--- src/rtl/cell_plotter.sv ---
// Turns cell-state updates into VGA pixel writes through a small FIFO,
// and paints the whole field dead after reset or on clear_req.
module cell_plotter #(
  parameter int         WIDTH        = 160,
  parameter int         HEIGHT       = 120,
  parameter int         DEPTH        = 16,
  parameter logic [2:0] ALIVE_COLOUR = 3'b111,
  parameter logic [2:0] DEAD_COLOUR  = 3'b000
) (
  input  logic       clock,
  input  logic       reset_n,
  input  logic       in_valid,
  output logic       in_ready,
  input  logic [7:0] in_x,
  input  logic [7:0] in_y,
  input  logic       in_alive,
  input  logic       clear_req,
  output logic [7:0] vga_x,
  output logic [6:0] vga_y,
  output logic [2:0] vga_colour,
  output logic       vga_plot,
  output logic       busy,
  output logic [7:0] oob_count
);

  localparam int         AW      = $clog2(DEPTH);
  localparam logic [7:0] X_LIMIT = 8'(WIDTH);
  localparam logic [7:0] Y_LIMIT = 8'(HEIGHT);
  localparam logic [7:0] LAST_X  = 8'(WIDTH - 1);
  localparam logic [6:0] LAST_Y  = 7'(HEIGHT - 1);

  typedef enum logic {CLEAR, RUN} state_t;

  state_t      state_q;
  logic [7:0]  cx_q;
  logic [6:0]  cy_q;
  logic [15:0] mem_q [DEPTH];
  logic [AW:0] wr_q, wr_d, rd_q, rd_d;
  logic [15:0] stage_q;
  logic        stage_valid_q;
  logic [7:0]  x_q;
  logic [6:0]  y_q;
  logic [2:0]  colour_q;
  logic        plot_q;
  logic [7:0]  oob_q, oob_d;

  logic fifo_empty, fifo_full, accept, oob, push, pop;

  assign fifo_empty = (wr_q == rd_q);
  assign fifo_full  = (wr_q[AW] != rd_q[AW]) && (wr_q[AW-1:0] == rd_q[AW-1:0]);
  assign in_ready   = (state_q == RUN) && !fifo_full;
  assign accept     = in_valid && in_ready;
  assign oob        = (in_x >= X_LIMIT) || (in_y >= Y_LIMIT);
  assign push       = accept && !oob;
  assign pop        = (state_q == RUN) && !fifo_empty;

  always_comb begin
    wr_d  = wr_q;
    rd_d  = rd_q;
    oob_d = oob_q;
    if (push) wr_d = wr_q + (AW+1)'(1);
    if (pop)  rd_d = rd_q + (AW+1)'(1);
    // The flush also swallows any push made in the clear_req cycle.
    if (clear_req) begin
      wr_d = '0;
      rd_d = '0;
    end
    if (accept && oob && (oob_q != 8'hFF)) oob_d = oob_q + 8'd1;
  end

  always_ff @(posedge clock) begin
    if (push) mem_q[wr_q[AW-1:0]] <= {in_x, in_y[6:0], in_alive};
  end

  always_ff @(posedge clock) begin
    if (!reset_n) begin
      state_q       <= CLEAR;
      cx_q          <= '0;
      cy_q          <= '0;
      wr_q          <= '0;
      rd_q          <= '0;
      oob_q         <= '0;
      stage_q       <= '0;
      stage_valid_q <= 1'b0;
      x_q           <= '0;
      y_q           <= '0;
      colour_q      <= DEAD_COLOUR;
      plot_q        <= 1'b0;
    end else begin
      wr_q          <= wr_d;
      rd_q          <= rd_d;
      oob_q         <= oob_d;
      stage_q       <= mem_q[rd_q[AW-1:0]];
      stage_valid_q <= pop;
      plot_q        <= 1'b0;
      // A popped entry left over from a clear_req cycle goes out before the
      // sweep starts, holding the sweep counters for that one cycle.
      if (stage_valid_q) begin
        x_q      <= stage_q[15:8];
        y_q      <= stage_q[7:1];
        colour_q <= stage_q[0] ? ALIVE_COLOUR : DEAD_COLOUR;
        plot_q   <= 1'b1;
      end else if (state_q == CLEAR) begin
        x_q      <= cx_q;
        y_q      <= cy_q;
        colour_q <= DEAD_COLOUR;
        plot_q   <= 1'b1;
        if (cx_q == LAST_X) begin
          cx_q <= '0;
          if (cy_q == LAST_Y) begin
            cy_q    <= '0;
            state_q <= RUN;
          end else begin
            cy_q <= cy_q + 7'd1;
          end
        end else begin
          cx_q <= cx_q + 8'd1;
        end
      end
      if (clear_req) begin
        state_q <= CLEAR;
        cx_q    <= '0;
        cy_q    <= '0;
      end
    end
  end

  assign vga_x      = x_q;
  assign vga_y      = y_q;
  assign vga_colour = colour_q;
  assign vga_plot   = plot_q;
  assign oob_count  = oob_q;
  assign busy       = (state_q == CLEAR) || !fifo_empty || stage_valid_q || plot_q;

endmodule

--- config.mk ---
export PLATFORM = sky130hd
export DESIGN_NAME = cell_plotter
export DESIGN_NICKNAME = d
export VERILOG_FILES = /design/src/rtl/cell_plotter.sv
export SDC_FILE = /design/constraint.sdc
export NUM_CORES = 1
export LEC_CHECK = 0
export CAP_MARGIN = 25
export CORE_ASPECT_RATIO = 1.4
export CORE_MARGIN = 2
export CORE_UTILIZATION = 38
export DETAILED_ROUTE_END_ITERATION = 8
export DONT_BUFFER_PORTS = 1
export MAX_ROUTING_LAYER = met4
export SLEW_MARGIN = 20
export SYNTH_ARGS = -nofsm -noshare
export SYNTH_HDL_FRONTEND = slang
export SYNTH_SLANG_ARGS = --single-unit
--- constraint.sdc ---
create_clock -name clock -period 3.3 [get_ports clock]
set_clock_uncertainty 0.1 [all_clocks]
set_input_delay 0.99 -clock clock [delete_from_list [all_inputs] [get_ports clock]]
set_output_delay 0.99 -clock clock [all_outputs]
set_load 0.02 [all_outputs]
After elaboration in Yosys (flattened, before gate mapping)
Memories as Yosys holds them, arrays and structs flattened. A register that Yosys moved wholly into a read port is not among the register bits.
Cells that the tools add are included.
{"block": "classes", "bitwise_logic": 3, "div_mod_pow": 0, "reduce_logical": 18, "muxes": 16, "multipliers": 0, "shifts": 0, "n_addsub": 5, "order_cmp": 2, "n_eq_ne": 7}
{"cell": "$mux W8", "count": 3}
{"cell": "$mux W7", "count": 3}
{"cell": "$add A8 B1 Y8 const B", "count": 2}
{"cell": "$add A5 B1 Y5 const B", "count": 2}
{"cell": "$mux W3", "count": 3}
{"cell": "$eq A8 B8 Y1 const B", "count": 1}
{"cell": "$ge A8 B7 Y1 const B", "count": 1}
{"cell": "$ge A8 B8 Y1 const B", "count": 1}
{"cell": "$ne A8 B8 Y1 const B", "count": 1}
{"cell": "$add A7 B1 Y7 const B", "count": 1}
{"cell": "$eq A7 B7 Y1 const B", "count": 1}
{"cell": "$logic_and A1 B1 Y1", "count": 7}
{"cell": "$mux W1", "count": 7}
{"cell": "$eq A5 B5 Y1", "count": 1}
{"cell": "$eq A4 B4 Y1", "count": 1}
{"cell": "$logic_not A1 Y1", "count": 4}
{"cell": "$logic_or A1 B1 Y1", "count": 4}
{"cell": "$not A1 Y1", "count": 3}
{"cell": "$reduce_and A3 Y1", "count": 1}
{"cell": "$ne A2 B1 Y1 const B", "count": 1}
{"cell": "$reduce_and A2 Y1", "count": 1}
{"cell": "$reduce_or A2 Y1", "count": 1}
{"cell": "$ne A1 B1 Y1", "count": 1}
{"block": "totals", "latch_bits": 0, "mem_count": 1, "output_inout_bits": 29, "romBits": 0, "ram_bits": 256, "register_bits": 54, "wordCells": 63}
{"memory": "mem_q", "depth": 16, "word_bits": 16, "rd": 1, "rd_clocked_by_memory_dff": 1, "wr": 1, "line": "37", "text": "logic [15:0] mem_q [DEPTH];"}

Depth between registers and ports, before layout
Gate-level depths: netlist of the first run.
{"block": "depth", "word_depth": 8, "depth_mapped": 7}

Worst setup path after synthesis of the first run
Ideal clock, no wire load.
{"block": "synth_timing", "path_type": "input port to flip-flop", "startpoint": "input in_y[3]", "endpoint": "memory mem_q[0][0], enable pin", "t_required_ps": 2826, "path_stages": 5, "arrival_time_ps": 2359, "path_buffers": 1, "slack_ps": 467, "path_cell_list": "a41oi_1 -> nand2_1 -> a211oi_2 -> buf_2 -> and3_1"}
{"block": "synth_between", "elab_chain_len": 6}
{"element": "start, declared", "line": "15", "text": "input logic [7:0] in_y,"}
{"element": "$ge A8 B7 Y1", "line": "53", "text": "assign oob = (in_x >= X_LIMIT) || (in_y >= Y_LIMIT);"}
{"element": "$logic_or A1 B1 Y1", "line": "53"}
{"element": "$logic_not A1 Y1", "line": "54", "text": "assign push = accept && !oob;"}
{"element": "$logic_and A1 B1 Y1", "line": "54"}
{"element": "$mux W1", "line": "72", "text": "if (push) mem_q[wr_q[AW-1:0]] <= {in_x, in_y[6:0], in_alive};"}
{"element": "$mux W1 (not written as such)", "line": "72"}
{"element": "end, declared", "line": "37"}
Every way passes these cells.

Final worst setup path of the first run
{"block": "layout_timing", "startpoint": "register wr_q[2]", "endpoint": "output in_ready"}
{"block": "layout_between", "elab_chain_len": 4}
{"element": "start, declared", "line": "38", "text": "logic [AW:0] wr_q, wr_d, rd_q, rd_d;"}
{"element": "start signal, assigned", "line": "90", "text": "wr_q <= wr_d;"}
{"element": "$eq A4 B4 Y1", "line": "50", "text": "assign fifo_full = (wr_q[AW] != rd_q[AW]) && (wr_q[AW-1:0] == rd_q[AW-1:0]);"}
{"element": "$logic_and A1 B1 Y1", "line": "50"}
{"element": "$logic_not A1 Y1", "line": "51", "text": "assign in_ready = (state_q == RUN) && !fifo_full;"}
{"element": "$logic_and A1 B1 Y1", "line": "51"}
{"element": "end, declared", "line": "13", "text": "output logic in_ready,"}
Every way passes these cells.

==> results.sh, run 1 <==
export IMPL_syn2layout_area_growth_pct=13.93
export IMPL_max_slew_worst_pin_slew_ps=824.2
export IMPL_synthesis_nets=736
export IMPL_cap_violations=0
export IMPL_p_per_area_nw_per_um2=546.4
export IMPL_start_util_pct=38.34
export IMPL_synth_seq_cells=324
export IMPL_cp_slowest_cell="dfxtp_1"
export IMPL_status="finished clean"
export IMPL_maxSlewHeadroom_pct=45.05
export IMPL_clk_latency_ps=560
export IMPL_cts_tree="built"
export IMPL_drive_above_1_share_pct=20.32
export IMPL_cp_slowest_stage_delay_ps=460
export IMPL_syn_area_um2=12660
export IMPL_dp_hpwl_um=17520
export IMPL_grt_setup_unrepaired="no"
export IMPL_setup_violations_final=0
export IMPL_startpoint_type="register"
export IMPL_crit_chain="xor2_1 -> nor4_4 -> a21boi_0 -> buf_4"
export IMPL_cts_root_buf="clkbuf_16"
export IMPL_yosys_warnings=0
export IMPL_io_pin_count=50
export IMPL_critPathKind="reg2out"
export IMPL_fp_dieH_um=219.9
export IMPL_row_count=79
export IMPL_crit_buf_inv=1
export IMPL_p_leak_nw=4.713
export IMPL_avgRoutedWirePerCell_um=22.45
export IMPL_die_area_um2=34810
export IMPL_critPathCaptureType="output pin"
export IMPL_vias=6269
export IMPL_netlist_area_leader_share_pct=60.74
export IMPL_finalSetupTns_ps=0
export IMPL_cp_arrival_ps=1950
export IMPL_cts_sinks=324
export IMPL_grt_pass1_vias=6496
export IMPL_first_pass_iters=5
export IMPL_routed_wl_um=27010
export IMPL_cts_buffer_depth=3
export IMPL_fin_nets=764
export IMPL_drcViolationCount=0
export IMPL_num_antenna_cells=0
export IMPL_grt_ovfl_total=0
export IMPL_drt_iter0_drc=686
export IMPL_gp_congestion=0.8255
export IMPL_fin_crit_ps=3045
export IMPL_drv_slew=0
export IMPL_synth_seq_area_share_pct=71.49
export IMPL_post_dp_cell_area_um2=13410
export IMPL_syn_mean_instance_area_um2=17.90
export IMPL_crit_fanout=7
export IMPL_synth_area_leaders="edfxtp_1 61%, mux4_2 11%, dfxtp_1 11%"
export IMPL_cp_required_ps=2210
export IMPL_coreArea_um2=33010
export IMPL_cts_buffers=30
export IMPL_yosysTopAreaCell="edfxtp_1"
export IMPL_ant_nets=0
export IMPL_vdd_drop_max_uv=457.9
export IMPL_die_w_um=158.2
export IMPL_fmax_ghz=0.3284
export IMPL_path_delay_family="flip-flops"
export IMPL_port_buffers=0
export IMPL_fin_crit_sh_pct=92.26
export IMPL_hold_violations=0
export IMPL_hp_class="reg2reg"
export IMPL_grt_pass1_wl_um=40550
export IMPL_h_tree_depth=1
export IMPL_total_power_mw=7.880
export IMPL_nFillCells=2872
export IMPL_viasPerCell=5.211
export IMPL_path_clk_slew_ps=70
export IMPL_synthDistinctLibCells=48
export IMPL_grt_max_degree=52
export IMPL_grt_use_total_pct=16.35
export IMPL_fin_area_um2=14420
export IMPL_antenna_found_initial=0
export IMPL_syn_inst=707
==> metrics by stage <==
stage	hold WS, ps	cells	utilization (%)	setup WS (ps)
finish	352.6	1203	43.68	255.3
floorplan	331.9	707	-	467.3
detailed placement	345.5	1145	40.62	418.7
CTS	361.8	1200	43.61	48.10
global route	382.1	1203	43.68	127.1
global placement	341.6	1145	40.62	519.6
==> synth_stat cells (all sizes together) <==
master,instances
a211oi,3
edfxtp,256
xor2,13
clkbuf,15
nand2b,4
nor4,2
nor2,25
a41o,1
or3,3
nand4b,2
inv,6
mux2i,52
nand2,40
a21boi,3
a311oi,1
a2111o,1
o211a,15
nor2b,3
or2,1
and4,1
mux4,64
and2,11
and3,17
a21o,1
nand4bb,1
o21ai,10
buf,23
a41oi,1
nand3,5
xnor2,10
o31ai,1
o22ai,16
a31o,1
o311a,1
dfxtp,68
ha,8
or3b,1
nand4,11
a21oi,6
nor3,1
a31oi,3
==> where the power goes <==
part / switching, mW / leakage (nW) / internal, mW / total (mW)
Clock: 1.43 / 0.502 / 2.01 / 3.44
Combinational: 0.0177 / 1.36 / 0.00867 / 0.0263
Sequential: 0.00619 / 2.85 / 4.40 / 4.41
Total: 1.46 / 4.71 / 6.42 / 7.88
==> final timing paths <==
check             slack, ps      endpoint  cells past startpoint   startpoint
setup / recovery        260      in_ready                      4      wr_q[2]
hold / removal          350      vga_x[2]                      1  stage_q[10]
setup reg to reg        860  mem_q[15][0]                      7      wr_q[3]
hold reg to reg         350      vga_x[2]                      1  stage_q[10]
==> placed cells by master (no fill, tap or decap), drive strengths merged, types with 4 or more instances in the layout <==
master / instances
edfxtp: 256
dfxtp: 68
mux4: 64
mux2i: 52
nand2: 40
clkbuf: 40
buf: 34
nor2: 25
and3: 17
o22ai: 16
o211a: 15
xor2: 13
and2: 11
nand4: 11
xnor2: 10
o21ai: 10
inv: 9
clkinv: 9
ha: 8
a21oi: 6
nand3: 5
nand2b: 4
==> layer usage <==
layer	routed length (um)	vias up	global-route usage, %
li1	-	2860	-
met1	11110	3220	20.55
met2	13790	156	27.43
met3	1421	33	2.517
met4	684	0	4.925
met5	0	-	-
==> kinds of logic after synthesis <==
logic type      Yosys count  synth area share [%]
xor+xnor                 23                 1.592
fa+ha+maj                 8                0.7909
buf+inv                  44                 1.512
mux                     116                 15.50
simple gates            128                 5.309
compound gates           64                 3.806
flops                   324                 71.49
==> final cells by class <==
type | instances | area (um^2) | area share [%]
sequential | 324 | 9055 | 62.79
multi-input combinational | 339 | 3417 | 23.70
clock buffer | 40 | 839.6 | 5.822
tap | 445 | 556.8 | 3.861
timing repair buffer | 34 | 380.4 | 2.638
clock inverter | 15 | 148.9 | 1.033
inverter | 6 | 22.52 | 0.1562
==> flip-flops by register name, indices dropped and copies added (netlist names), 5 cells and up <==
register / cells
mem_q: 256
stage_q: 16
cx_q: 8
oob_count: 8
vga_x: 8
cy_q: 7
vga_y: 7
rd_q: 5
wr_q: 5
==> repair_timing <==
action,4_1_cts,5_1_grt
setup endpoints to repair,0,2
hold buffers,0,0
gates resized for setup,0,0
setup buffers,0,3
Power figures use the tool's default switching activity.
==> inputs of run 2 (changes only) <==
Settings changed: ABC_AREA set to 1, GPL_ROUTABILITY_DRIVEN set to 0.
==> results.sh, run 2 <==
export IMPL_avgRoutedWirePerCell_um=18.67
export IMPL_final_common_cell="edfxtp_1"
export IMPL_p_per_area_nw_per_um2=545.5
export IMPL_yosys_warnings=0
export IMPL_multi_input_area_um2=3457
export IMPL_cts_buffer_depth=3
export IMPL_synth_top_family_by_area="simple AND/OR/NAND/NOR gates"
export IMPL_drv_slew=0
export IMPL_synth_compound_area_share_pct=10.84
export IMPL_synth_area_leaders="edfxtp_1 59%, dfxtp_1 11%, nor2_1 6.5%"
export IMPL_cts_setup_buffers=0
export IMPL_routed_wl_um=30290
export IMPL_grt_setup_unrepaired="no"
export IMPL_die_area_um2=35580
export IMPL_critPathKind="reg2out"
export IMPL_muxShareOfSynthArea_pct=0
export IMPL_fin_nets=1177
export IMPL_vias=8427
export IMPL_synth_most_common_cell="edfxtp_1"
export IMPL_maxSlewHeadroom_pct=40.51
export IMPL_finalSetupTns_ps=0
export IMPL_hold_slack_ps=388.5
export IMPL_clk_latency_ps=520
export IMPL_viasPerCell=5.195
export IMPL_cap_violations=0
export IMPL_port_buffers=0
export IMPL_grt_pass1_wl_um=46620
export IMPL_syn2layout_area_growth_pct=12.28
export IMPL_yosys_top_cells_count="256 x edfxtp_1, 223 x nor2_1, 150 x nand2_1"
export IMPL_synth_adder_area_share_pct=0.7732
export IMPL_synth_xor_area_share_pct=0.8118
export IMPL_synth_seq_area_share_pct=69.89
export IMPL_vdd_drop_max_uv=288.3
export IMPL_fin_crit_ps=3054
export IMPL_grt_pass1_vias=8212
export IMPL_startpoint_type="register"
export IMPL_final_cell_mix="256 x edfxtp_1, 207 x nor2_1, 150 x nand2_1"
export IMPL_fin_crit_sh_pct=92.54
export IMPL_grt_ovfl_total=0
export IMPL_fp_dieH_um=222.4
export IMPL_min_from="stage_q[0]"
export IMPL_row_count=80
export IMPL_crit_fanout=17
export IMPL_reg2reg_from="rd_q[1]"
export IMPL_first_pass_iters=5
export IMPL_synth_edf_count=256
export IMPL_cts_tree="built"
export IMPL_drt_iter0_drc=716
export IMPL_fmax_ghz=0.3274
export IMPL_cp_required_ps=2210
export IMPL_async_reset_ff_share_pct=0
export IMPL_io_pin_count=50
export IMPL_syn_inst=1142
export IMPL_synthesis_nets=1171
export IMPL_syn_area_um2=12950
export IMPL_cts_buffers=34
export IMPL_seq_area_um2=9054
export IMPL_cts_resized=0
export IMPL_coreArea_um2=33830
export IMPL_yosys_area_share_simple_pct=13.97
export IMPL_cts_root_buf="clkbuf_16"
export IMPL_grt_max_degree=131
export IMPL_dp_hpwl_um=18850
export IMPL_final_util_pct=42.97
export IMPL_netlist_area_leader_share_pct=59.38
export IMPL_h_tree_depth=2
export IMPL_yosysTopAreaCell="edfxtp_1"
export IMPL_p_leak_nw=4.871
export IMPL_antenna_found_initial=0
export IMPL_nFillCells=3230
export IMPL_critPathCaptureType="output pin"
export IMPL_finalNonFillerCells=1622
export IMPL_crit_start="state_q"
export IMPL_cts_sinks=324
export IMPL_synthDistinctLibCells=37
export IMPL_hp_class="reg2reg"
export IMPL_max_slew_worst_pin_slew_ps=889.0
export IMPL_synth_seq_cells=324
export IMPL_die_w_um=160.0
export IMPL_hold_violations=0
export IMPL_largest_reg_flops=256
export IMPL_drive_above_1_share_pct=10.60
export IMPL_status="finished clean"
export IMPL_drcViolationCount=0
export IMPL_path_clk_slew_ps=60
export IMPL_start_util_pct=38.27
export IMPL_setup_violations_final=0
export IMPL_grt_use_total_pct=17.47
export IMPL_syn_mean_instance_area_um2=11.34
export IMPL_cp_arrival_ps=1960
export IMPL_synthFlopType="edfxtp_1"
export IMPL_ant_nets=0
export IMPL_cts_hold_buf=0
export IMPL_dp_cells=1563
[run 2: cell types whose count changed in the layout (fill, tap and decap cells not counted), sizes merged, moves of 44 or more]
cell,previous run,this run
inv,9,53
mux2i,52,0
o21ai,10,142
nor2,25,231
nand2,40,156
mux4,64,0
[run 2: worst max-delay path: stages, from the launching register on]
cell,delay (ps)
dfxtp_1,520
inv_1,110
nor2_2,520
nand2_1,300
[run 2: power breakdown]
| group | internal, mW | total [mW] | switching [mW] | leakage [nW] |
|---|---|---|---|---|
| Sequential | 4.41 | 4.41 | 0.00577 | 2.85 |
| Combinational | 0.00879 | 0.0303 | 0.0215 | 1.53 |
| Clock | 1.97 | 3.49 | 1.51 | 0.490 |
[run 2: through the flow]
step                worst slack (ps)  power, mW  cell area, um^2
global route                   97.48      8.140            14530
global placement               459.8      4.528            13530
finish                         246.1      7.930            14540
detailed placement             401.6      4.529            13530
floorplan                      483.8      4.520            12950
CTS                            215.2      8.000            14530
[run 2: path summary, 6_finish.rpt]
| kind | endpoint | slack, ps | depth (start not counted) |
|---|---|---|---|
| setup reg to reg | mem_q[5][13] | 760 | 10 |
| setup / recovery | busy | 250 | 3 |
| hold reg to reg | vga_colour[1] | 390 | 2 |
| hold / removal | vga_colour[1] | 390 | 2 |
[run 2: cell type report]
type / count / area share, %
diodes: 1 / 0.01721
clock buffers: 39 / 5.982
clock inverters: 19 / 0.9296
inverters: 52 / 1.351
repair buffers: 31 / 1.773
well taps: 451 / 3.882
multi-input cells: 705 / 23.78
flip-flops and latches: 324 / 62.28
[run 2: kinds of logic after synthesis]
| group | Yosys count |
|---|---|
| buffers and inverters | 113 |
| XOR/XNOR | 12 |
| AND/OR/NAND/NOR | 438 |
| adder cells (fa/ha/maj) | 8 |
| AO/OA/AOI/OAI | 247 |
| flip-flops | 324 |
[run 2: metal layers]
| metal | routed length [um] | track usage [%] | up-vias |
|---|---|---|---|
| met3 | 1501 | 3.192 | 46 |
| met2 | 15370 | 29.60 | 182 |
| met5 | 0 | - | - |
| met4 | 818 | 6.103 | 0 |
| met1 | 12600 | 21.01 | 4180 |
| li1 | - | - | 4019 |
==> inputs of run 3 (changes only) <==
Clock period 3.3 ns to 3.72 ns, I/O delays scaled along.
==> results.sh, run 3 (synthesized netlist as in run 2, its figures left out) <==
export IMPL_status="finished clean"
export IMPL_p_leak_nw=4.846
export IMPL_cts_tree="built"
export IMPL_viasPerCell=5.199
export IMPL_largest_reg_flops=256
export IMPL_maxSlewHeadroom_pct=27.85
export IMPL_grt_ovfl_total=0
export IMPL_start_util_pct=38.27
export IMPL_r2r_slack_ps=970
export IMPL_drcViolationCount=0
export IMPL_vdd_drop_max_uv=339.5
export IMPL_cts_hold_buf=0
export IMPL_routed_wl_um=31210
export IMPL_startpoint_type="register"
export IMPL_avgRoutedWirePerCell_um=19.31
export IMPL_port_buffers=0
export IMPL_finalSetupTns_ps=0
export IMPL_cts_sinks=324
export IMPL_fmax_ghz=0.3028
export IMPL_coreArea_um2=33830
export IMPL_path_clk_slew_ps=60
export IMPL_hold_violations=0
export IMPL_cts_root_buf="clkbuf_16"
export IMPL_first_pass_iters=5
export IMPL_critPathCaptureType="output pin"
export IMPL_cts_setup_buffers=0
export IMPL_clk_latency_ps=580
export IMPL_final_util_pct=42.91
export IMPL_drive_above_1_share_pct=10.74
export IMPL_max_slew_worst_pin_slew_ps=1082
export IMPL_fin_nets=1171
export IMPL_drt_iter0_drc=766
export IMPL_grt_pass1_wl_um=46970
export IMPL_cap_violations=0
export IMPL_hp_class="reg2reg"
export IMPL_grt_use_total_pct=17.77
export IMPL_setup_violations_final=0
export IMPL_row_count=80
export IMPL_place_ws_ps=493.3
export IMPL_cts_resized=0
export IMPL_h_tree_depth=1
export IMPL_syn2layout_area_growth_pct=12.13
export IMPL_final_cell_mix="256 x edfxtp_1, 207 x nor2_1, 150 x nand2_1"
export IMPL_fp_dieH_um=222.4
export IMPL_ant_nets=0
export IMPL_drv_slew=0
export IMPL_cp_arrival_ps=2090
export IMPL_crit_fanout=19
export IMPL_grt_pass1_vias=7975
export IMPL_fin_ws_ps=417.3
export IMPL_cts_buffer_depth=3
export IMPL_die_area_um2=35580
export IMPL_vias=8401
export IMPL_fin_crit_sh_pct=88.78
export IMPL_io_pin_count=50
export IMPL_grt_setup_unrepaired="no"
export IMPL_antenna_found_initial=1
export IMPL_dp_hpwl_um=19300
export IMPL_cts_buffers=29
export IMPL_final_common_cell="edfxtp_1"
export IMPL_fin_crit_ps=3303
export IMPL_critPathKind="reg2out"
export IMPL_die_w_um=160.0
export IMPL_cp_required_ps=2500
export IMPL_grt_max_degree=131
export IMPL_p_per_area_nw_per_um2=479.6
-- run 3: cell count changes in the layout (fill, tap and decap cells not counted) --
cell,before,now
clkbuf_16,34,29
buf_4,29,25
clkinv_1,10,6
clkinv_2,4,8
buf_12,2,5
bufinv_16,1,4
clkbuf_1,5,2
clkinvlp_2,1,4
inv_6,3,0
clkinv_4,1,0
clkinv_8,1,0
clkinvlp_4,0,1
inv_16,0,1
-- run 3: per-stage QoR --
stage                     cells  power [mW]  area (um^2)  hold slack, ps
after detailed placement   1562       4.018        13560           378.3
after global placement     1562       4.018        13560           368.0
after global routing       1616       7.142        14520           412.3
after floorplan            1142       4.010        12950           330.7
final                      1616       6.962        14520           388.8
after CTS                  1615       7.018        14510           391.2
-- run 3: worst paths after layout --
| check | startpoint | endpoint | depth (start not counted) |
|---|---|---|---|
| setup / recovery | stage_valid_q | busy | 2 |
| hold reg to reg | stage_q[0] | vga_colour[1] | 2 |
| hold / removal | stage_q[0] | vga_colour[1] | 2 |
| setup reg to reg | rd_q[3] | mem_q[15][5] | 11 |
-- run 3: layout make-up --
| cell class | count | area, um^2 |
|---|---|---|
| Inverter | 52 | 196.4 |
| Sequential cell | 324 | 9054 |
| Timing Repair Buffer | 30 | 287.8 |
| Clock inverter | 22 | 221.5 |
| Clock buffer | 31 | 733.2 |
| Fill cell | 3180 | 19320 |
| Antenna cell | 1 | 2.502 |
| Multi-Input combinational cell | 705 | 3457 |
| Tap cell | 451 | 564.3 |
-- run 3: power breakdown --
group	leakage [nW]	switching [mW]	internal (mW)
Clock	0.462	1.32	1.71
Combinational	1.53	0.0198	0.00770
Sequential	2.85	0.00542	3.91
-- run 3: routing by layer --
layer | up-vias | part of all wire [%] | wire length (um) | global-route usage (%)
met5 | - | 0 | 0 | -
met4 | 0 | 3.6 | 1111 | 6.858
met3 | 61 | 5.4 | 1676 | 2.744
met2 | 233 | 50 | 15700 | 30.51
met1 | 4108 | 41 | 12730 | 21.08
li1 | 3999 | - | - | -
-- run 3: worst max-delay path: stages (launching register included) --
cell and delay, ps:
dfxtp_1 540, nor2_2 670, nand2_1 300
